==> src/rtl/vga_sync_decoder.sv <==
// Receive-side 640x480 timing checker: rebuilds pixel/line counters from
// the sync edges and reports lock, per-sample violations and an error total.
module vga_sync_decoder #(
    parameter int H_TOTAL     = 800,
    parameter int V_TOTAL     = 525,
    parameter int H_SYNC      = 96,
    parameter int V_SYNC      = 2,
    parameter int H_ACT_START = 144,
    parameter int H_ACT       = 640,
    parameter int V_ACT_START = 35,
    parameter int V_ACT       = 480,
    parameter int LOCK_FRAMES = 2
) (
    input  logic       clk,
    input  logic       rst,
    input  logic       pix_en,
    input  logic       hSync,
    input  logic       vSync,
    input  logic       bright,
    output logic [9:0] hCount_rx,
    output logic [9:0] vCount_rx,
    output logic       locked,
    output logic       frame_done,
    output logic       err,
    output logic [7:0] err_count,
    output logic [1:0] state
);

    localparam logic [1:0] S_SEARCH = 2'b00;
    localparam logic [1:0] S_TRACK  = 2'b01;
    localparam logic [1:0] S_LOCKED = 2'b10;

    localparam logic [9:0] CNT_MAX = 10'h3FF;
    localparam logic [9:0] HT1 = 10'(H_TOTAL - 1);
    localparam logic [9:0] VT1 = 10'(V_TOTAL - 1);
    localparam logic [9:0] HSW = 10'(H_SYNC);
    localparam logic [9:0] VSW = 10'(V_SYNC);
    localparam logic [9:0] HA0 = 10'(H_ACT_START);
    localparam logic [9:0] HA1 = 10'(H_ACT_START + H_ACT - 1);
    localparam logic [9:0] VA0 = 10'(V_ACT_START);
    localparam logic [9:0] VA1 = 10'(V_ACT_START + V_ACT - 1);
    localparam logic [7:0] LF  = 8'(LOCK_FRAMES);

    logic       h_prev_q, h_prev_d, v_prev_q, v_prev_d;
    logic [9:0] hcnt_q, hcnt_d, vcnt_q, vcnt_d;
    logic [9:0] hlow_q, hlow_d, vlow_q, vlow_d;
    logic [7:0] good_q, good_d, errcnt_q, errcnt_d;
    logic [1:0] state_q, state_d;
    logic       ferr_q, ferr_d, locked_q, locked_d;
    logic       err_q, err_d, fdone_q, fdone_d;

    logic       hfall, hrise, vfall, vrise, in_win, viol;
    logic [9:0] hcnt_nx, vcnt_nx, hlow_nx, vlow_nx;

    assign hfall = h_prev_q & ~hSync;
    assign hrise = ~h_prev_q & hSync;
    assign vfall = v_prev_q & ~vSync;
    assign vrise = ~v_prev_q & vSync;

    always_comb begin
        hcnt_nx = (hcnt_q == CNT_MAX) ? hcnt_q : hcnt_q + 10'd1;
        if (hfall) hcnt_nx = '0;
        vcnt_nx = vcnt_q;
        if (vfall) vcnt_nx = '0;
        else if (hfall && vcnt_q != CNT_MAX) vcnt_nx = vcnt_q + 10'd1;
        hlow_nx = '0;
        if (hfall) hlow_nx = 10'd1;
        else if (!hSync) hlow_nx = (hlow_q == CNT_MAX) ? hlow_q : hlow_q + 10'd1;
        // vSync width is measured in lines, so only hfalls advance it
        vlow_nx = '0;
        if (vfall) vlow_nx = 10'd1;
        else if (!vSync && hfall && vlow_q != CNT_MAX) vlow_nx = vlow_q + 10'd1;
        else if (!vSync) vlow_nx = vlow_q;
        in_win = (hcnt_nx >= HA0) && (hcnt_nx <= HA1) &&
                 (vcnt_nx >= VA0) && (vcnt_nx <= VA1);
        viol = (state_q != S_SEARCH) &&
               ((hfall && hcnt_q != HT1) || (hrise && hlow_q != HSW) ||
                (vrise && vlow_q != VSW) || (vfall && vcnt_q != VT1) ||
                (bright != in_win));
    end

    always_comb begin
        h_prev_d = h_prev_q;
        v_prev_d = v_prev_q;
        hcnt_d   = hcnt_q;
        vcnt_d   = vcnt_q;
        hlow_d   = hlow_q;
        vlow_d   = vlow_q;
        good_d   = good_q;
        errcnt_d = errcnt_q;
        state_d  = state_q;
        ferr_d   = ferr_q;
        locked_d = locked_q;
        err_d    = 1'b0;
        fdone_d  = 1'b0;
        if (pix_en) begin
            h_prev_d = hSync;
            v_prev_d = vSync;
            hcnt_d   = hcnt_nx;
            vcnt_d   = vcnt_nx;
            hlow_d   = hlow_nx;
            vlow_d   = vlow_nx;
            err_d    = viol;
            if (viol && errcnt_q != 8'hFF) errcnt_d = errcnt_q + 8'd1;
            case (state_q)
                S_SEARCH: begin
                    if (vfall) begin
                        state_d = S_TRACK;
                        good_d  = '0;
                        ferr_d  = 1'b0;
                    end
                end
                S_TRACK: begin
                    if (vfall) begin
                        fdone_d = 1'b1;
                        ferr_d  = 1'b0;
                        if (ferr_q || viol) begin
                            good_d = '0;
                        end else begin
                            good_d = good_q + 8'd1;
                            if (good_q + 8'd1 == LF) begin
                                state_d  = S_LOCKED;
                                locked_d = 1'b1;
                            end
                        end
                    end else if (viol) begin
                        good_d = '0;
                        ferr_d = 1'b1;
                    end
                end
                S_LOCKED: begin
                    fdone_d = vfall;
                    if (viol) begin
                        state_d  = S_TRACK;
                        good_d   = '0;
                        locked_d = 1'b0;
                        // an error on the vfall itself belongs to the frame just closed
                        ferr_d   = ~vfall;
                    end else if (vfall) begin
                        ferr_d = 1'b0;
                    end
                end
                default: begin
                    state_d  = S_SEARCH;
                    good_d   = '0;
                    locked_d = 1'b0;
                end
            endcase
        end
    end

    always_ff @(posedge clk) begin
        if (rst) begin
            h_prev_q <= 1'b1;
            v_prev_q <= 1'b1;
            hcnt_q   <= '0;
            vcnt_q   <= '0;
            hlow_q   <= '0;
            vlow_q   <= '0;
            good_q   <= '0;
            errcnt_q <= '0;
            state_q  <= S_SEARCH;
            ferr_q   <= 1'b0;
            locked_q <= 1'b0;
            err_q    <= 1'b0;
            fdone_q  <= 1'b0;
        end else begin
            h_prev_q <= h_prev_d;
            v_prev_q <= v_prev_d;
            hcnt_q   <= hcnt_d;
            vcnt_q   <= vcnt_d;
            hlow_q   <= hlow_d;
            vlow_q   <= vlow_d;
            good_q   <= good_d;
            errcnt_q <= errcnt_d;
            state_q  <= state_d;
            ferr_q   <= ferr_d;
            locked_q <= locked_d;
            err_q    <= err_d;
            fdone_q  <= fdone_d;
        end
    end

    assign hCount_rx  = hcnt_q;
    assign vCount_rx  = vcnt_q;
    assign locked     = locked_q;
    assign frame_done = fdone_q;
    assign err        = err_q;
    assign err_count  = errcnt_q;
    assign state      = state_q;

endmodule

==> config.mk <==
export PLATFORM = sky130hd
export DESIGN_NAME = vga_sync_decoder
export DESIGN_NICKNAME = d
export VERILOG_FILES = /design/src/rtl/vga_sync_decoder.sv
export SDC_FILE = /design/constraint.sdc
export NUM_CORES = 1
export LEC_CHECK = 0
export ABC_AREA = 0
export CELL_PAD_IN_SITES_DETAIL_PLACEMENT = 0
export CELL_PAD_IN_SITES_GLOBAL_PLACEMENT = 2
export CORE_AREA = 2 2 115 117
export DETAILED_ROUTE_END_ITERATION = 12
export DIE_AREA = 0 0 117 119
export PLACE_DENSITY_LB_ADDON = 0.1
export SETUP_SLACK_MARGIN = 0.15
export SLEW_MARGIN = 20
export SYNTH_ARGS = -nofsm -noshare
export SYNTH_HDL_FRONTEND = slang
export SYNTH_SLANG_ARGS = --single-unit
==> constraint.sdc <==
create_clock -name clk -period 3.8 [get_ports clk]
set_clock_uncertainty 0.15 [all_clocks]
set_input_delay 1.14 -clock clk [delete_from_list [all_inputs] [get_ports clk]]
set_output_delay 1.14 -clock clk [all_outputs]
set_load 0.05 [all_outputs]
-- After elaboration in Yosys (flattened, before gate mapping)
Cells that the tools add are included.
- add/subtract/negate cells: 6
- order comparisons: 4
- equality and inequality tests: 20
- muxes and demuxes: 33
- bitwise gates (word level): 11
- reductions and logical operators: 30
- operators by type and width (kind ; number):
    2-to-1 mux 10 bit ; 10
    adder 10 x 1 -> 10 bit, second input constant ; 4
    != test 10 bit, second input constant ; 4
    2-to-1 mux 8 bit ; 4
    one-hot mux 8 bit (3 select lines) ; 1
    equality test 10 bit, second input constant ; 2
    <= comparator 10 bit, second input constant ; 2
    adder 8 x 1 -> 8 bit, second input constant ; 2
    logical AND 1 bit ; 12
    AND reduction 6 bit ; 2
    greater-or-equal comparator 10 x 6 -> 1 bit, second input constant ; 1
    greater-or-equal comparator 10 x 8 -> 1 bit, second input constant ; 1
    2-to-1 mux 2 bit ; 5
    != test 10 x 2 -> 1 bit, second input constant ; 1
    != test 10 x 7 -> 1 bit, second input constant ; 1
    != test 2 bit, second input constant ; 5
    2-to-1 mux 1 bit ; 9
    equality test 8 x 2 -> 1 bit, second input constant ; 1
    != test 8 bit, second input constant ; 1
    AND reduction 2 bit ; 4
    NOT 1 bit ; 7
    != test 3 bit, second input constant ; 2
    one-hot mux 1 bit (3 select lines) ; 2
    one-hot mux 2 bit (3 select lines) ; 1
    12 further kinds ; 20
- register bits after elaboration: 64
- bits of input ports: 6
- output and inout port bits: 33
- logic and storage cells: 117

-- Longest topological paths before layout
Gate-level depths: netlist of run 1.
- depth after elaboration: 15
- gate-level depth with buffers: 12
- gate-level depth less buffers: 12

-- Worst setup path after synthesis of run 1
Ideal clock, no wire load.
- kind: input to register
- from: input port hSync
- to: register errcnt_q[5] (netlist: err_count[5])
- library setup time: 0.071 ns
- data arrival time: 3.831 ns
- required time: 3.579 ns
- slack: -0.252 ns
- cell stages on the path: 11
- path buffers: 1
- cells stage by stage: buf_2 > nand2b_4 > or3_4 > nor3_2 > mux2i_1 > nand2_1 > o311ai_4 > mux2i_4 > nand2_4 > or4_1 > a21oi_1
- longest elaborated chain between the ends: 13
- elaborated cells on any way between the ends: 24
- those cells by class: 4 x order compare; 1 x eq/ne; 3 x mux; 3 x bitwise; 13 x reduce/logical
- RTL lines (item ; line ; text):
    from (decl) ; 17 ; input logic hSync,
    NOT 1 bit ; 55 ; assign hfall = h_prev_q & ~hSync;
    AND 1 bit ; 55 ;
    logical AND 1 bit ; 65 ; else if (hfall && vcnt_q != CNT_MAX) vcnt_nx = vcnt_q + 10'd1;
    2-to-1 mux 10 bit ; 65 ;
    2-to-1 mux 10 bit ; 64 ; if (vfall) vcnt_nx = '0;
    greater-or-equal comparator 10 x 6 -> 1 bit ; 75 ; (vcnt_nx >= VA0) && (vcnt_nx <= VA1);
    logical AND 1 bit ; 74 ; in_win = (hcnt_nx >= HA0) && (hcnt_nx <= HA1) &&
    logical AND 1 bit ; 75 ;
    != test 1 bit ; 79 ; (bright != in_win));
    logical OR 1 bit * ; 78 ; (vrise && vlow_q != VSW) || (vfall && vcnt_q != VT1) ||
    logical AND 1 bit * ; 76 ; viol = (state_q != S_SEARCH) &&
    logical AND 1 bit * ; 104 ; if (viol && errcnt_q != 8'hFF) errcnt_d = errcnt_q + 8'd1;
    AND reduction 2 bit (no line) * ; - ;
    to (signal assigned) ; 175 ; errcnt_q <= errcnt_d;
    to (decl) ; 47 ; logic [7:0] good_q, good_d, errcnt_q, errcnt_d;
Mark *: on every way between the ends. The rest lies on a longest branch, timed or not.
A chain may end at the register's enable or synchronous reset.

-- Worst setup path in the final report of run 1
- from: input port hSync
- to: register errcnt_q[7] (netlist: err_count[7])
The elaborated chain is that of the path after synthesis.

==> flow_summary.ini, run 1 <==
[routing]
first_iter_violations = 189
route.detailed.drc = 0
num_vias = 3853
vias_per_cell = 5.12
wl_per_cell_um = 15.0
drt_wl_total_mm = 11.3
dr.pass1.iters = 4
ant_nets = 0

[setup_path]
cp.required_ns = 3.92
r2r_setup_slack_ns = 0.32
crit_family = simple AND/OR/NAND/NOR gates
ff2ff_path_depth = 11
cp-end-kind = register
reg2reg_to = err_count[7]
worstPathCellList = buf_8 -> nand2b_4 -> or3_4 -> o311ai_4 -> nand2_2 -> or2_4 -> o311ai_4 -> mux2i_4 -> nand2_4 -> or4_4 -> a21oi_2
r2r_start = vCount_rx[0]
cp_slowest_cell = or4_4
path_class = in2reg
critPathArrivalTime_ns = 3.82
crit_buf_inv = 1
cp_common_cell = o311ai_4
critical-path-max-stage-delay_ns = 0.48
worstPathMaxFanout = 5
cp-start-kind = input pin

[outcome]
status = finished clean

[global_route]
antenna_found_initial = 0
grt_pass1_vias = 3759
grt_use_total_pct = 17.1
grt.overflow.total = 0
grt_pass1_wl_mm = 18.6
grt_max_degree = 23

[yosys]
async_flop_share_pct = 0
syn_nets = 500
postSynthCellCount = 480
synth_most_common_cell = dfxtp_1
synth-edff-count = 0
ys.flop_type = dfxtp_1
yosys-top-cells-area = dfxtp_1 (33%), nor2_1 (5.5%), a21oi_1 (4.8%)
ys_ff_latch = 64
syn_area_um2 = 3830
ys_types = 68
syn_avg_cell_area_um2 = 7.98
ys.warnings.count = 0
synth-seq-area-share_pct = 33.5
synthTopCellsByCount = dfxtp_1 (64), nor2_1 (56), nand2_1 (41)
synth_top_area_share_pct = 33.5
synth_largest_area_cell = dfxtp_1

[finish]
final_nets = 591
n_fill_cell = 1341
layout-drive-gt1-share_pct = 18.6
antenna_cells = 0
final_util_pct = 40.9
multi_input_area_um2 = 2490
area_growth_pct = 37.5
postLayoutCellArea_um2 = 5260
seqCellArea_um2 = 1280

[clock_network]
cts_max_level = 3
cts_inserted_buffers = 9
cts_buffer_depth = 2
clk_pin_slew_worst_paths_ns = 0.06
cts_root_buf = clkbuf_16
insertion_delay_ns = 0.34
numClockSinks = 64
hold_buffers = 0
cts_tree = yes

[sta]
fin_ws_ns = 0.100
period_needed_ns = 3.70
hold_viol = 0
fin_crit_sh_pct = 97.4
setup_viol = 0
worstMarginPinSlew_ns = 0.523
rsz0062_at_grt = true
slew_headroom_pct = 64.7
slew_violations = 0
max_freq_ghz = 0.270

[floorplan]
dieArea_um2 = 13900
num_io_pins = 39
rows = 42
die_x_um = 117
die_h_um = 119
core_um2 = 12900
start_util_pct = 29.7

[worst_hold_path]
holdPathEnd = hlow_q[5]
hold_start = hlow_q[5]
hold_path_depth = 2
holdCritPathClass = reg2reg

[place]
pre_cts_slack_ns = -0.713
place_area_um2 = 4740
dp_hpwl_mm = 8.16
portBuffers = 38
gp_congestion = 0.862

[power_and_ir_drop]
power.total_w = 0.00187
pwr-share-seq_pct = 37.2
peakVddDrop_v = 0.000261
p_comb_share_pct = 12.8
power.leakage_nw = 1.93
power.share.clock_pct = 50.0
intPower_w = 0.00140
p_switching_w = 0.000461
cellPowerDensity_nw_per_um2 = 354
p_sw_share_pct = 24.7

[flow_run]
maxCapViolCount = 0
[how the worst max path moves through the flow]
stage                        end  start  slack, ns  depth (start not counted)
floorplan           err_count[7]  hSync      -0.19                         11
global placement        state[1]  hSync      -0.70                         12
detailed placement      state[1]  hSync      -0.71                         12
CTS                 err_count[7]  hSync       0.08                         11
global route        err_count[7]  hSync     -0.005                         11
finish              err_count[7]  hSync       0.10                         11
[registers in the layout, indices dropped and copies added, names as in the netlist, 2 cells and up]
signal	count
hCount_rx	10
hlow_q	10
vCount_rx	10
vlow_q	10
err_count	8
good_q	8
state	2
[power groups by stage]
| stage | sequential, W | combinational, W | clock, W |
|---|---|---|---|
| 2_1_floorplan | 0.000728 | 0.000110 | 0 |
| 3_3_place_gp | 0.000708 | 0.000226 | 0 |
| 3_5_place_dp | 0.000708 | 0.000224 | 0 |
| 4_1_cts | 0.000693 | 0.000233 | 0.000969 |
| 5_1_grt | 0.000695 | 0.000260 | 0.000998 |
| 6_report | 0.000693 | 0.000239 | 0.000933 |
[logic make-up (layout without fill, tap and decap cells)]
kind of cell,count (synthesis),in the layout,share of synthesized area [%]
AOI/OAI and AO/OA,125,125,21.4
xor gates and xnor gates,23,23,5.26
adders and majority gates,14,14,4.58
buffers and inverters,40,136,4.18
DFF,64,64,33.5
muxes,10,10,3.07
and+or+nand+nor,204,204,28.0
[layout by cell type (no fill, tap or decap), types with 7 or more instances in the layout]
master,instances
nor3_1,10
inv_1,18
ha_1,14
mux2i_1,7
nand2_1,40
o31ai_1,8
nand4_1,16
nor2_1,56
a31oi_1,8
nor4_1,7
xor2_1,20
clkdlybuf4s50_1,36
a21oi_1,33
clkbuf_16,9
dfxtp_1,64
and3_1,8
o21ai_0,24
buf_4,62
nand3_1,17
[metrics by stage]
stage	cells	hold slack [ns]	setup TNS, ns
final	752	0.355	0
after global routing	752	0.379	-0.00834
after global placement	722	0.338	-12.80
after CTS	747	0.358	0
after detailed placement	722	0.347	-12.77
after floorplan	480	0.317	-0.648
[worst min-delay path, delay by kind of cell (launching register included)]
kind,cells,cell delay (ns)
AO/OA/AOI/OAI,2,0.13
flip-flops,1,0.33
[metal layers]
layer	share of wire [%]	vias to the layer above	global-route usage, %
met3	3.3	20	3.97
met5	0	-	0
met1	48	1808	22.2
met2	46	76	26.9
met4	2.4	0	7.13
li1	-	1949	-
[layout make-up]
| class | count | area share, % |
|---|---|---|
| Multi-Input combinational cell | 376 | 47.3 |
| Sequential cell | 64 | 24.3 |
| Timing Repair Buffer | 101 | 16.4 |
| Clock buffer | 14 | 5.21 |
| Tap cell | 176 | 4.18 |
| Inverter | 19 | 1.35 |
| Clock inverter | 2 | 1.14 |
[what timing repair did]
action,CTS,global route
pin swaps,16,8
gates resized for setup,16,11
gates cloned,0,0
buffers inserted,9,5
setup endpoints to repair,21,21
endpoints found under the hold margin,0,0
(Power assumes the default switching activity.)
==> inputs of run 2 (changes only) <==
--- a/config.mk
+++ b/config.mk
@@ -13,6 +13,7 @@
 export DIE_AREA = 0 0 117 119
 export PLACE_DENSITY_LB_ADDON = 0.1
 export SETUP_SLACK_MARGIN = 0.15
+export SKIP_LAST_GASP = 1
 export SLEW_MARGIN = 20
 export SYNTH_ARGS = -nofsm -noshare
 export SYNTH_HDL_FRONTEND = slang
==> results of run 2 <==
Same layout as run 1: the final DEF is identical, and so are final timing and power.
==> inputs of run 3 (changes only) <==
--- a/config.mk
+++ b/config.mk
@@ -14,7 +14,6 @@
 export PLACE_DENSITY_LB_ADDON = 0.1
 export SETUP_SLACK_MARGIN = 0.15
 export SKIP_LAST_GASP = 1
-export SLEW_MARGIN = 20
 export SYNTH_ARGS = -nofsm -noshare
 export SYNTH_HDL_FRONTEND = slang
 export SYNTH_SLANG_ARGS = --single-unit
==> results of run 3 <==
Same layout as run 1: the final DEF is identical, and so are final timing and power.
